**src/rtl/rou_pkg.sv**
```systemverilog
// ---------------------------------------------------------------------------
// rou_pkg
//   Shared defaults and helpers for the roubus buffer-pool allocator.
//   ROU_BUFS / ROU_WBUFS / ROU_NALLOC : default pool size, index width and
//                                       grants per cycle.
//   popcount(v)                       : number of set bits in a 64-bit vector.
// ---------------------------------------------------------------------------
package rou_pkg;

    localparam int ROU_BUFS   = 32;
    localparam int ROU_WBUFS  = 5;
    localparam int ROU_NALLOC = 3;

    function automatic logic [6:0] popcount(input logic [63:0] v);
        logic [6:0] cnt;
        cnt = '0;
        for (int i = 0; i < 64; i++) begin
            if (v[i]) begin
                cnt = cnt + 7'd1;
            end
        end
        return cnt;
    endfunction

endpackage

```
**src/rtl/rou_find_free.sv**
```systemverilog
// ---------------------------------------------------------------------------
// rou_find_free
//   One trailing-one search stage. Finds the lowest set bit of vec_in and
//   passes the vector on with that bit cleared so stages can be chained.
//   Ports:
//     vec_in  [W-1:0]    candidate vector (1 = free)
//     index   [WIDX-1:0] position of the lowest set bit (0 when none)
//     found              vec_in has at least one set bit
//     vec_out [W-1:0]    vec_in with its lowest set bit cleared
// ---------------------------------------------------------------------------
module rou_find_free #(
    parameter int W    = 32,
    parameter int WIDX = 5
) (
    input  logic [W-1:0]    vec_in,
    output logic [WIDX-1:0] index,
    output logic            found,
    output logic [W-1:0]    vec_out
);

    // Scan downward so the last hit written is the lowest set bit.
    always_comb begin
        index = '0;
        for (int i = W - 1; i >= 0; i--) begin
            if (vec_in[i]) begin
                index = WIDX'(i);
            end
        end
    end

    assign found   = |vec_in;
    // x & (x-1) clears exactly the lowest set bit.
    assign vec_out = vec_in & (vec_in - W'(1));

endmodule

```
**src/rtl/rou_buf_allocator.sv**
```systemverilog
// ---------------------------------------------------------------------------
// rou_buf_allocator
//   Free-buffer manager for the roubus buffer pool. Grants up to NALLOC of
//   the lowest free buffers per cycle (all-or-nothing) and retires up to NREL
//   buffers per cycle. Keeps a registered free count, a low-watermark flag
//   and a sticky error flag for illegal releases.
//   Ports:
//     clk, rst        clock, synchronous active-high reset
//     alloc_req       allocation request this cycle
//     alloc_num       buffers requested (1..NALLOC)
//     alloc_ok        request accepted this cycle (combinational)
//     alloc_indx      granted indices, slot k at [k*WBUFS +: WBUFS]
//     rel_vld         per-port release strobe
//     rel_indx        per-port released index, port p at [p*WBUFS +: WBUFS]
//     free_cnt        registered free buffer count
//     low_free        registered, free_cnt <= LOWMARK
//     err             sticky illegal-release flag, cleared by rst only
// ---------------------------------------------------------------------------
module rou_buf_allocator
    import rou_pkg::*;
#(
    parameter int BUFS    = ROU_BUFS,
    parameter int WBUFS   = ROU_WBUFS,
    parameter int NALLOC  = ROU_NALLOC,
    parameter int NREL    = 2,
    parameter int LOWMARK = 4
) (
    input  logic                        clk,
    input  logic                        rst,
    input  logic                        alloc_req,
    input  logic [$clog2(NALLOC+1)-1:0] alloc_num,
    output logic                        alloc_ok,
    output logic [NALLOC*WBUFS-1:0]     alloc_indx,
    input  logic [NREL-1:0]             rel_vld,
    input  logic [NREL*WBUFS-1:0]       rel_indx,
    output logic [WBUFS:0]              free_cnt,
    output logic                        low_free,
    output logic                        err
);

    localparam int WNUM = $clog2(NALLOC + 1);
    localparam int WCNT = WBUFS + 1;
    localparam logic [WNUM-1:0] NALLOC_W = WNUM'(NALLOC);
    localparam logic            LOW_RST  = (BUFS <= LOWMARK);

    logic [BUFS-1:0] occupied_q, occupied_d;
    logic [WCNT-1:0] free_cnt_q, free_cnt_d;
    logic            low_free_q, low_free_d;
    logic            err_q, err_d;

    // ------------------------------------------------------------------
    // Allocation: chained trailing-one search over the registered free map.
    // free_vec[k] is the free map with the k lowest free buffers removed.
    // ------------------------------------------------------------------
    logic [BUFS-1:0]  free_vec [NALLOC+1];
    logic [WBUFS-1:0] slot_idx [NALLOC];
    logic [NALLOC-1:0] slot_found;
    logic [BUFS-1:0]  grant_mask;
    logic [WCNT-1:0]  grant_cnt;

    assign free_vec[0] = ~occupied_q;

    generate
        for (genvar gi = 0; gi < NALLOC; gi++) begin : g_stage
            rou_find_free #(
                .W    (BUFS),
                .WIDX (WBUFS)
            ) u_find (
                .vec_in  (free_vec[gi]),
                .index   (slot_idx[gi]),
                .found   (slot_found[gi]),
                .vec_out (free_vec[gi+1])
            );
            // A slot with no free buffer behind it reports index 0.
            assign alloc_indx[gi*WBUFS +: WBUFS] = slot_found[gi] ? slot_idx[gi] : '0;
        end
    endgenerate

    assign alloc_ok = !rst && alloc_req
                      && (alloc_num != '0)
                      && (alloc_num <= NALLOC_W)
                      && (free_cnt_q >= WCNT'(alloc_num));

    // Bits removed between consecutive stages are exactly the granted buffers.
    always_comb begin
        grant_mask = '0;
        for (int k = 0; k < NALLOC; k++) begin
            if (alloc_ok && (WNUM'(k) < alloc_num)) begin
                grant_mask = grant_mask | (free_vec[k] & ~free_vec[k+1]);
            end
        end
    end

    assign grant_cnt = alloc_ok ? WCNT'(alloc_num) : '0;

    // ------------------------------------------------------------------
    // Release decode. A port is legal when its index is in range, the buffer
    // is currently occupied and no lower-numbered port names the same index.
    // Illegal ports are dropped and raise err; the others still act.
    // ------------------------------------------------------------------
    logic [WBUFS-1:0] rel_idx   [NREL];
    logic [BUFS-1:0]  clr_chain [NREL+1];
    logic [NREL-1:0]  rel_legal;
    logic [NREL-1:0]  rel_bad;
    logic [BUFS-1:0]  clr_mask;
    logic [WCNT-1:0]  rel_cnt;

    assign clr_chain[0] = '0;

    generate
        for (genvar gi = 0; gi < NREL; gi++) begin : g_rel
            logic [BUFS-1:0] hit;
            logic            dup;

            assign rel_idx[gi] = rel_indx[gi*WBUFS +: WBUFS];

            // One-hot decode; out-of-range indices decode to all zeros.
            always_comb begin
                hit = '0;
                for (int b = 0; b < BUFS; b++) begin
                    if (int'(rel_idx[gi]) == b) begin
                        hit[b] = 1'b1;
                    end
                end
            end

            always_comb begin
                dup = 1'b0;
                for (int q = 0; q < gi; q++) begin
                    if (rel_vld[q] && (rel_idx[q] == rel_idx[gi])) begin
                        dup = 1'b1;
                    end
                end
            end

            assign rel_legal[gi]     = rel_vld[gi] && (|(hit & occupied_q)) && !dup;
            assign rel_bad[gi]       = rel_vld[gi] && !rel_legal[gi];
            assign clr_chain[gi+1]   = clr_chain[gi] | (rel_legal[gi] ? hit : '0);
        end
    endgenerate

    assign clr_mask = clr_chain[NREL];
    // Legal releases hit distinct occupied bits, so counting mask bits is exact.
    assign rel_cnt  = WCNT'(popcount(64'(clr_mask)));

    // ------------------------------------------------------------------
    // Next state. Granted bits were free and cleared bits were occupied, so
    // the two masks never overlap and the count stays within 0..BUFS.
    // ------------------------------------------------------------------
    always_comb begin
        occupied_d = (occupied_q | grant_mask) & ~clr_mask;
        free_cnt_d = free_cnt_q - grant_cnt + rel_cnt;
        low_free_d = (int'(free_cnt_d) <= LOWMARK);
        err_d      = err_q | (|rel_bad);
    end

    always_ff @(posedge clk) begin
        if (rst) begin
            occupied_q <= '0;
            free_cnt_q <= WCNT'(BUFS);
            low_free_q <= LOW_RST;
            err_q      <= 1'b0;
        end else begin
            occupied_q <= occupied_d;
            free_cnt_q <= free_cnt_d;
            low_free_q <= low_free_d;
            err_q      <= err_d;
        end
    end

    assign free_cnt = free_cnt_q;
    assign low_free = low_free_q;
    assign err      = err_q;

endmodule

```
**config.mk**
```make
export PLATFORM = sky130hd
export DESIGN_NAME = rou_buf_allocator
export DESIGN_NICKNAME = d
export VERILOG_FILES = /design/src/rtl/rou_pkg.sv /design/src/rtl/rou_find_free.sv /design/src/rtl/rou_buf_allocator.sv
export SDC_FILE = /design/constraint.sdc
export NUM_CORES = 1
export LEC_CHECK = 0
export BUFFER_PORTS_ARGS = -buffer_cell sky130_fd_sc_hd__buf_2
export CAP_MARGIN = 10
export CORE_AREA = 5 5 139 128
export CTS_CLUSTER_DIAMETER = 30
export CTS_CLUSTER_SIZE = 14
export DETAILED_ROUTE_END_ITERATION = 6
export DIE_AREA = 0 0 144 133
export PLACE_DENSITY_LB_ADDON = 0.05
export SYNTH_ARGS = -nofsm -noshare
export SYNTH_HDL_FRONTEND = slang
export SYNTH_HIERARCHICAL = 1
export SYNTH_SLANG_ARGS = --single-unit
```
**constraint.sdc**
```tcl
create_clock -name clk -period 20.4 [get_ports clk]
set_clock_uncertainty 0.15 [all_clocks]
set_input_delay 3.06 -clock clk [delete_from_list [all_inputs] [get_ports clk]]
set_output_delay 3.06 -clock clk [all_outputs]
set_load 0.01 [all_outputs]
```
* Word level (Yosys, flattened, before mapping) *
Cells that the tools add are included.

word-level totals
  register bits = 40
  bits of input ports = 17
  output and inout port bits = 24
  word-level logic and storage cells = 356

cells by class
  $add $sub $neg = 36
  order comparisons = 6
  equal/unequal tests = 63
  muxes and demuxes = 202
  bitwise operators = 19
  reduce and logical (&&, ||, !) cells = 26

operators by type and width
  cell                     number
  $mux W5                  99
  $and A32 B32 Y32         9
  $mux W6                  31
  $add A6 B1 Y6 const B    30
  $eq A5 B5 Y1 const B     32
  $mux W32                 5
  $not A32 Y32             5
  $reduce_or A32 Y1        5
  $or A32 B32 Y32          4
  $sub A32 B1 Y32 const B  3
  $eq A5 B4 Y1 const B     16
  $mux W1                  66
  $eq A5 B3 Y1 const B     8
  $eq A5 B2 Y1 const B     4
  $logic_and A1 B1 Y1      13
  $eq A5 B1 Y1 const B     2
  $logic_not A5 Y1         2
  $add A6 B6 Y6            1
  $ge A6 B2 Y1             1
  $le A6 B3 Y1 const B     1
  $sub A6 B2 Y6            1
  $eq A5 B5 Y1             1
  $logic_not A1 Y1         4
  $lt A1 B2 Y1 const A     2
  other kinds (7)          7

* Logic depth before layout (Yosys ltp) *
Gate-level depths: netlist of the first run.

  word-level depth = 73
  depth in mapped cells = 106
  depth with buffers taken out = 103

* Cells and area by module *
Netlist of the first run, hierarchy kept.

by module, submodules not included
  module             instances  cells each  area an instance (um^2)  seq. area each (um^2)
  rou_buf_allocator  1          982         7,328.3                  800.8
  rou_find_free      3          108         688.2                    0.0

* Least setup slack after synthesis of the first run *
No wires, ideal clock.

  path kind = input-to-reg
  start = in rel_indx[8]
  end = reg low_free_q (netlist: low_free)
  setup time = 64 ps
  data arrival time = 20,261 ps
  required time = 20,186 ps
  setup slack = -76 ps
  stages = 97
  path buffers = 2
  cell sequence = buf_4 or3_4 o32ai_2 o21bai_1 and4_1 buf_6 a21boi_0 nand2_1 o21ai_0 ha_1 xor2_4 ha_1 nand2_1 nand2_1 ha_1 nor2_1 a31oi_1 ha_1 [61 not listed] o31ai_1 ha_1 mux2i_1 inv_1 ha_1 nand2_1 o21ai_0 ha_1 mux2_2 fa_1 ha_1 a21o_1 a21oi_1 o21bai_1 a21oi_1 xnor2_1 nand2_1 nor2_1

on the way
  word-level cells in the longest chain between the ends = 73
  elaborated cells between the ends (all ways) = 139
  those cells by class = 32 x add/sub; 1 x order compare; 32 x eq/ne; 66 x mux; 2 x bitwise; 6 x reduce/logical

ends and longest elaborated chain
  element                               RTL line                  text
  start, declared                       rou_buf_allocator.sv:35   input logic [NREL*WBUFS-1:0] rel_indx,
  $eq A5 B2 Y1 (tied with other cells)  rou_buf_allocator.sv:121  if (int'(rel_idx[gi]) == b) begin
  $mux W1                               rou_buf_allocator.sv:121
  $and A32 B32 Y32                      rou_buf_allocator.sv:136  assign rel_legal[gi] = rel_vld[gi] && (|(hit & occupied_q)) && !dup;
  $reduce_or A32 Y1                     rou_buf_allocator.sv:136
  $logic_and A1 B1 Y1 (2 in a row)      rou_buf_allocator.sv:136
  $mux W32 *                            rou_buf_allocator.sv:138  assign clr_chain[gi+1] = clr_chain[gi] | (rel_legal[gi] ? hit : '0);
  $or A32 B32 Y32 *                     rou_buf_allocator.sv:138
  $mux W1                               rou_pkg.sv:18             if (v[i]) begin
  [56 not listed]                       -
  $add A6 B1 Y6                         rou_pkg.sv:19             cnt = cnt + 7'd1;
  $mux W6                               rou_pkg.sv:18
  $add A6 B1 Y6                         rou_pkg.sv:19
  $mux W6                               rou_pkg.sv:18
  $add A6 B1 Y6                         rou_pkg.sv:19
  $mux W6 *                             rou_pkg.sv:18
  $add A6 B6 Y6 *                       rou_buf_allocator.sv:152  free_cnt_d = free_cnt_q - grant_cnt + rel_cnt;
  $le A6 B3 Y1 *                        rou_buf_allocator.sv:153  low_free_d = (int'(free_cnt_d) <= LOWMARK);
  end signal, assigned                  rou_buf_allocator.sv:166  low_free_q <= low_free_d;
  end, declared                         rou_buf_allocator.sv:48   logic low_free_q, low_free_d;

Mark *: on every way between the ends. The rest lies on a longest branch, timed or not.
A chain may end at the register's enable or synchronous reset.

* Worst setup path in the final report of the first run *
  start = in rel_indx[0]
  end = reg low_free_q (netlist: low_free)

on the way
  word-level cells in the longest chain between the ends = 72
  elaborated cells between the ends (all ways) = 140
  those cells by class = 32 x add/sub; 1 x order compare; 32 x eq/ne; 67 x mux; 2 x bitwise; 6 x reduce/logical

ends and longest elaborated chain
  element                                                RTL line
  $eq A5 B2 Y1 (tied with other cells)                   rou_buf_allocator.sv:121
  $mux W1 or $logic_and A1 B1 Y1 (tied branches)         rou_buf_allocator.sv:121, rou_buf_allocator.sv:130
  $and A32 B32 Y32 or $mux W1 (tied branches)            rou_buf_allocator.sv:136, rou_buf_allocator.sv:130
  $reduce_or A32 Y1 or $logic_not A1 Y1 (tied branches)  rou_buf_allocator.sv:136
  $logic_and A1 B1 Y1                                    rou_buf_allocator.sv:136
  $mux W32                                               rou_buf_allocator.sv:138
  $or A32 B32 Y32 *                                      rou_buf_allocator.sv:138
  $mux W1                                                rou_pkg.sv:18
  [56 not listed]                                        -
  $add A6 B1 Y6                                          rou_pkg.sv:19
  $mux W6                                                rou_pkg.sv:18
  $add A6 B1 Y6                                          rou_pkg.sv:19
  $mux W6                                                rou_pkg.sv:18
  $add A6 B1 Y6                                          rou_pkg.sv:19
  $mux W6 *                                              rou_pkg.sv:18
  $add A6 B6 Y6 *                                        rou_buf_allocator.sv:152
  $le A6 B3 Y1 *                                         rou_buf_allocator.sv:153

Marks and branches as above.

==> impl_metrics.yaml, run 1 <==
power_and_ir_drop:
  pwr-share-clk_pct: 24.1
  power_leakage_nw: 4.58
  combPwrFrac_pct: 53.0
  p_per_area_nw_per_um2: 33.3
  p_switching_uw: 148
  p_total_uw: 388
  internal_power_uw: 240
  share_seq_of_total_power_pct: 22.9
  switching_share_pct: 38.1
  ir_drop_uv: 64.7
sta:
  min_period_over_period_pct: 99.0
  layout_setup_ws_ps: 210
  setup_tns_ps: 0
  maxSlewHeadroom_pct: 20.7
  fmax_mhz: 49.5
  finalSetupViolCount: 0
  slew_viol_final: 0
  finalHoldViolations: 0
  finalCriticalPeriod_ps: 20190
  rsz0062_at_grt: "yes"
  tightest_slew_ps: 1190
setup_path:
  crit_slowest_cell: "fa_2"
  r2r_slack_ps: 2620
  cp_data_required_time_ps: 20490
  r2r-end: "low_free$_SDFF_PP0_"
  r2r_start: "occupied_q[24]$_SDFF_PP0_"
  slowest_delay_ps: 590
  start_kind: "input pin"
  cp-end-kind: "flop"
  path_class: "in2reg"
  path_max_fanout: 6
  cp_common_cell: "ha_1"
  reg2reg_depth: 100
  worstPathArrival_ps: 20280
finish:
  regArea_um2: 801
  final_nets: 1529
  multi_input_area_um2: 8490
  layout_commonest_cell: "buf_4"
  final.fill_count: 1387
  antenna_cells: 0
  area_delta_synth_final_pct: 24.3
  fin_area_um2: 11700
  layout-drive-gt1-share_pct: 24.0
  final_cell_mix: "buf_4 (161), nor2_1 (103), nand2_1 (100), inv_1 (91), nor3_1 (65)"
die:
  dieArea_um2: 19200
  io_pins: 41
  die_width_um: 144
  start_util_pct: 57.3
  coreArea_um2: 16400
  die_h_um: 133
  rows: 45
place:
  dp_slack_ps: -806
  io_buffers: 40
  dpl-instance-area_um2: 10700
  post-dp-hpwl_um: 25400
  gp_congestion: 1.00
drt:
  dr_total_vias: 10940
  routedWlPerCell_um: 20.0
  ant_nets: 0
  detail_route.vias_per_cell: 6.51
  wl_um: 33500
  drc: 0
  drtPass1Iterations: 5
  drtIter0Drc: 1163
worst_hold_path:
  min_to: "err$_SDFF_PP0_"
  worstHoldStart: "err$_SDFF_PP0_"
  min_path_cells: 2
  hold_path_class: "reg2reg"
grt:
  grt_pass1_wl_um: 50900
  antenna_found_initial: 0
  grt_remaining_overflow: 0
  grt_pass1_vias: 9732
  grt_max_degree: 40
  grt.total_usage_pct: 32.5
synthesis:
  ys.flop_type: "dfxtp_1"
  syn_inst: 1306
  syn_nets: 1367
  async_reset_ff_share_pct: 0
  ys_seq_area_share_pct: 8.53
  ys_types: 103
  synth-edff-count: 0
  syn_area_per_cell_um2: 7.19
  synthesis.area_um2: 9390
  yosysWarningCount: 6
  synth-seq-cells: 40
flow_run:
  cap_violations: 0
clocking:
  clkTransAtPathRegs_ps: 70
  clock_latency_ps: 300
  cts_htree_levels: 2
  cts_inserted_buffers: 5
  clk_path_buf_depth: 2
  clkSinkCount: 40
  postCtsHoldBufs: 0
  tritoncts: "yes"
  clockRootBuffer: "clkbuf_16"
run_status:
  status: "finished clean"
## per-stage QoR
step / utilization [%] / hold WS (ps) / cells
floorplan: - / 359 / 1306
global placement: 65.1 / 368 / 1641
detailed placement: 65.1 / 369 / 1641
CTS: 66.6 / 385 / 1654
global route: 71.3 / 438 / 1680
finish: 71.3 / 393 / 1680
## routing by layer
metal  vias to the layer above  global-route usage (%)  routed length (µm)
li1                       5214                       -                   -
met1                      5164                    47.5               15000
met2                       500                    50.8               15300
met3                        62                    4.63                2640
met4                         0                    6.28                 563
met5                         -                       0                   0
## final cells by class
| type | instances | share of cell area, % |
|---|---|---|
| Sequential cell | 40 | 6.86 |
| Timing Repair Buffer | 208 | 13.6 |
| Multi-Input combinational cell | 1117 | 72.7 |
| Clock inverter | 3 | 0.396 |
| Tap cell | 211 | 2.26 |
| Inverter | 96 | 3.09 |
| Clock buffer | 5 | 1.07 |
## worst max path at each step
stage	from	endpoint	cells after the start
detailed placement	rel_indx[9]	low_free$_SDFF_PP0_	101
CTS	rel_indx[8]	low_free$_SDFF_PP0_	103
global route	rel_indx[7]	low_free$_SDFF_PP0_	101
floorplan	rel_indx[8]	low_free$_SDFF_PP0_	97
global placement	rel_indx[9]	low_free$_SDFF_PP0_	101
finish	rel_indx[0]	low_free$_SDFF_PP0_	99
## power by group through the flow
stage	sequential, mW	combinational [mW]	clock, mW
4_1_cts	0.0889	0.181	0.0937
5_1_grt	0.0898	0.226	0.0972
3_5_place_dp	0.0905	0.176	0
6_report	0.0891	0.206	0.0936
3_3_place_gp	0.0905	0.172	0
2_1_floorplan	0.0917	0.116	0
## kinds of logic after synthesis
logic type	count (synthesis)	synth area share (%)
xor+xnor	115	13.5
compound gates	403	31.7
other cells	4	0.160
simple gates	523	30.1
flops	40	8.53
mux	27	3.28
fa+ha+maj	45	6.13
buf+inv	149	6.62
## sequential cells by signal, indices dropped and copies added (netlist names)
register	count
low_free	1
occupied_q	32
free_cnt	6
err	1
## synth_stat cells (37+ instances only)
| cell | count | area [µm²] |
|---|---|---|
| a21oi_1 | 54 | 270 |
| a221oi_1 | 37 | 324 |
| and2_1 | 45 | 282 |
| dfxtp_1 | 40 | 801 |
| ha_1 | 42 | 526 |
| inv_1 | 94 | 353 |
| nand2_1 | 106 | 398 |
| nor2_1 | 109 | 409 |
| nor2b_1 | 51 | 319 |
| nor3_1 | 67 | 335 |
| o21ai_0 | 65 | 325 |
| xnor2_1 | 73 | 639 |
## critical path: cells and delay by family
kind	cells	cell delay, ps
adder cells (fa/ha/maj)	20	5860
XOR/XNOR	12	1900
multiplexers	6	1380
buffers and inverters	7	770
AO/OA/AOI/OAI	31	4820
AND/OR/NAND/NOR	23	2460
## repair_timing
item	4_1_cts	5_1_grt
hold endpoints to repair	0	0
endpoints found under the setup margin	6	6
pin swaps	10	83
setup buffers	5	25
resized for setup	15	118
gates cloned	0	1
(Power assumes the default switching activity.)
==> run 2: changes to the inputs <==
--- a/config.mk
+++ b/config.mk
@@ -7,11 +7,11 @@
 export LEC_CHECK = 0
 export BUFFER_PORTS_ARGS = -buffer_cell sky130_fd_sc_hd__buf_2
 export CAP_MARGIN = 10
-export CORE_AREA = 5 5 139 128
+export CORE_AREA = 5 5 127 141
 export CTS_CLUSTER_DIAMETER = 30
 export CTS_CLUSTER_SIZE = 14
 export DETAILED_ROUTE_END_ITERATION = 6
-export DIE_AREA = 0 0 144 133
+export DIE_AREA = 0 0 132 146
 export PLACE_DENSITY_LB_ADDON = 0.05
 export SYNTH_ARGS = -nofsm -noshare
 export SYNTH_HDL_FRONTEND = slang
==> impl_metrics.yaml, run 2 (synthesis results as in run 1) <==
place:
  placed_cells: 1636
  io_buffers: 40
  gp_congestion: 0.986
  post-dp-hpwl_um: 25100
setup_path:
  worstPathArrival_ps: 20200
  start_kind: "input pin"
  reg2reg_depth: 100
  r2r_slack_ps: 2760
  path_class: "in2reg"
  crit_slowest_cell: "fa_1"
  crit_family: "adder cells"
  r2r_start: "occupied_q[24]$_SDFF_PP0_"
  cp_data_required_time_ps: 20480
  path_max_fanout: 7
  cp-end-kind: "flop"
  slowest_delay_ps: 510
  r2r-end: "low_free$_SDFF_PP0_"
  critical_path_buf_inv_count: 6
  cp_common_cell: "ha_1"
flow_run:
  cap_violations: 0
clocking:
  clockRootBuffer: "clkbuf_16"
  postCtsHoldBufs: 0
  clk_path_buf_depth: 2
  tritoncts: "yes"
  clkSinkCount: 40
  cts_htree_levels: 2
  clock_latency_ps: 290
  clkTransAtPathRegs_ps: 70
  cts_inserted_buffers: 5
grt:
  grt_util_met1_pct: 39.1
  antenna_found_initial: 0
  use_met3_pct: 3.63
  grt_remaining_overflow: 0
  grt_pass1_vias: 9878
  grt.total_usage_pct: 30.7
  grt-busiest-layer: "met2"
  grt_max_degree: 40
  grtUsageMet2_pct: 52.6
  grt_pass1_wl_um: 49800
finish:
  final_nets: 1544
  antenna_cells: 0
  final.fill_count: 1343
  layout_commonest_cell: "buf_4"
  area_delta_synth_final_pct: 26.9
  fin_util_pct: 73.4
  reg_top3: "occupied_q x32, free_cnt x6"
  final_cell_mix: "buf_4 (176), nor2_1 (102), nand2_1 (99), inv_1 (92), nor3_1 (66)"
  layout-drive-gt1-share_pct: 25.6
  largest_reg_flops: 32
  top_register: "occupied_q"
  fin_cells: 1688
sta:
  maxSlewHeadroom_pct: 15.8
  tightest_slew_ps: 1260
  fmax_mhz: 49.7
  setup_tns_ps: 0
  finalHoldViolations: 0
  slew_viol_final: 0
  finalCriticalPeriod_ps: 20110
  rsz0062_at_grt: "yes"
  finalSetupViolCount: 0
  min_period_over_period_pct: 98.6
worst_hold_path:
  worstHoldStart: "err$_SDFF_PP0_"
  min_path_cells: 2
  min_to: "err$_SDFF_PP0_"
  hold_path_class: "reg2reg"
power_and_ir_drop:
  p_per_area_nw_per_um2: 32.4
  p_total_uw: 386
  ir_drop_uv: 40.5
  power_leakage_nw: 4.67
drt:
  drc: 0
  detail_route.vias_per_cell: 6.60
  dr_total_vias: 11145
  drtIter0Drc: 1288
  drtPass1Iterations: 6
  wl_um: 33200
  routedWlPerCell_um: 19.7
  ant_nets: 0
die:
  die_h_um: 146
  die_width_um: 132
  io_pins: 41
  coreArea_um2: 16200
  dieArea_um2: 19300
  rows: 49
  start_util_pct: 57.8
run_status:
  status: "finished clean"
-- run 2: cell types whose count changed in the layout (fill, tap and decap cells not counted), moves of 3 or more --
cell,change
buf_4,+15
a21oi_1,-4
a21oi_2,+3
buf_6,-3
-- run 2: repair_timing --
item / 4_1_cts / 5_1_grt
setup buffers: 8 / 33
pin swaps: 11 / 87
gates cloned: 0 / 3
setup endpoints to repair: 6 / 6
gates resized for setup: 30 / 125
-- run 2: tightest hold or removal path, cell delays in order (launching register included) --
cell     delay (ps)
dfxtp_1         340
a41oi_1          50
a21oi_1         130
-- run 2: layer usage --
| layer | share of wire (%) | wire length, µm | vias to the layer above |
|---|---|---|---|
| met2 | 48 | 15800 | 546 |
| li1 | - | - | 5236 |
| met3 | 6.7 | 2210 | 108 |
| met1 | 41 | 13700 | 5255 |
| met4 | 4.5 | 1490 | 0 |
| met5 | 0 | 0 | - |
-- run 2: worst max-delay path by stage --
stage,startpoint,cells past startpoint,end,slack (ps)
after floorplan,rel_indx[8],97,low_free$_SDFF_PP0_,40
after global placement,rel_indx[7],101,low_free$_SDFF_PP0_,-750
after detailed placement,rel_indx[7],101,low_free$_SDFF_PP0_,-1010
after CTS,rel_indx[0],98,low_free$_SDFF_PP0_,10
after global routing,rel_indx[2],103,low_free$_SDFF_PP0_,-600
final,rel_indx[1],98,low_free$_SDFF_PP0_,290
-- run 2: power breakdown --
part / internal (mW) / leakage [nW] / switching, mW
Combinational: 0.0991 / 4.27 / 0.106
Sequential: 0.0840 / 0.324 / 0.00466
Clock: 0.0575 / 0.0798 / 0.0348
Total: 0.241 / 4.67 / 0.145
-- run 2: through the flow --
stage / instance area (µm²) / worst slack [ps] / hold WS (ps)
2_1_floorplan: 9400 / 36.0 / 359
3_3_place_gp: 10700 / -754 / 382
3_5_place_dp: 10700 / -1010 / 384
4_1_cts: 11000 / 11.0 / 400
5_1_grt: 11900 / -600 / 468
6_report: 11900 / 287 / 409
-- run 2: final cells by class --
cell class              count  area, µm²  area share (%)
inverters                  96        360            3.02
well taps                 204        255            2.14
repair buffers            223       1730            14.5
clock buffers               5        125            1.05
multi-input cells        1117       8610            72.2
clock inverters             3       42.5           0.357
flip-flops and latches     40        801            6.72
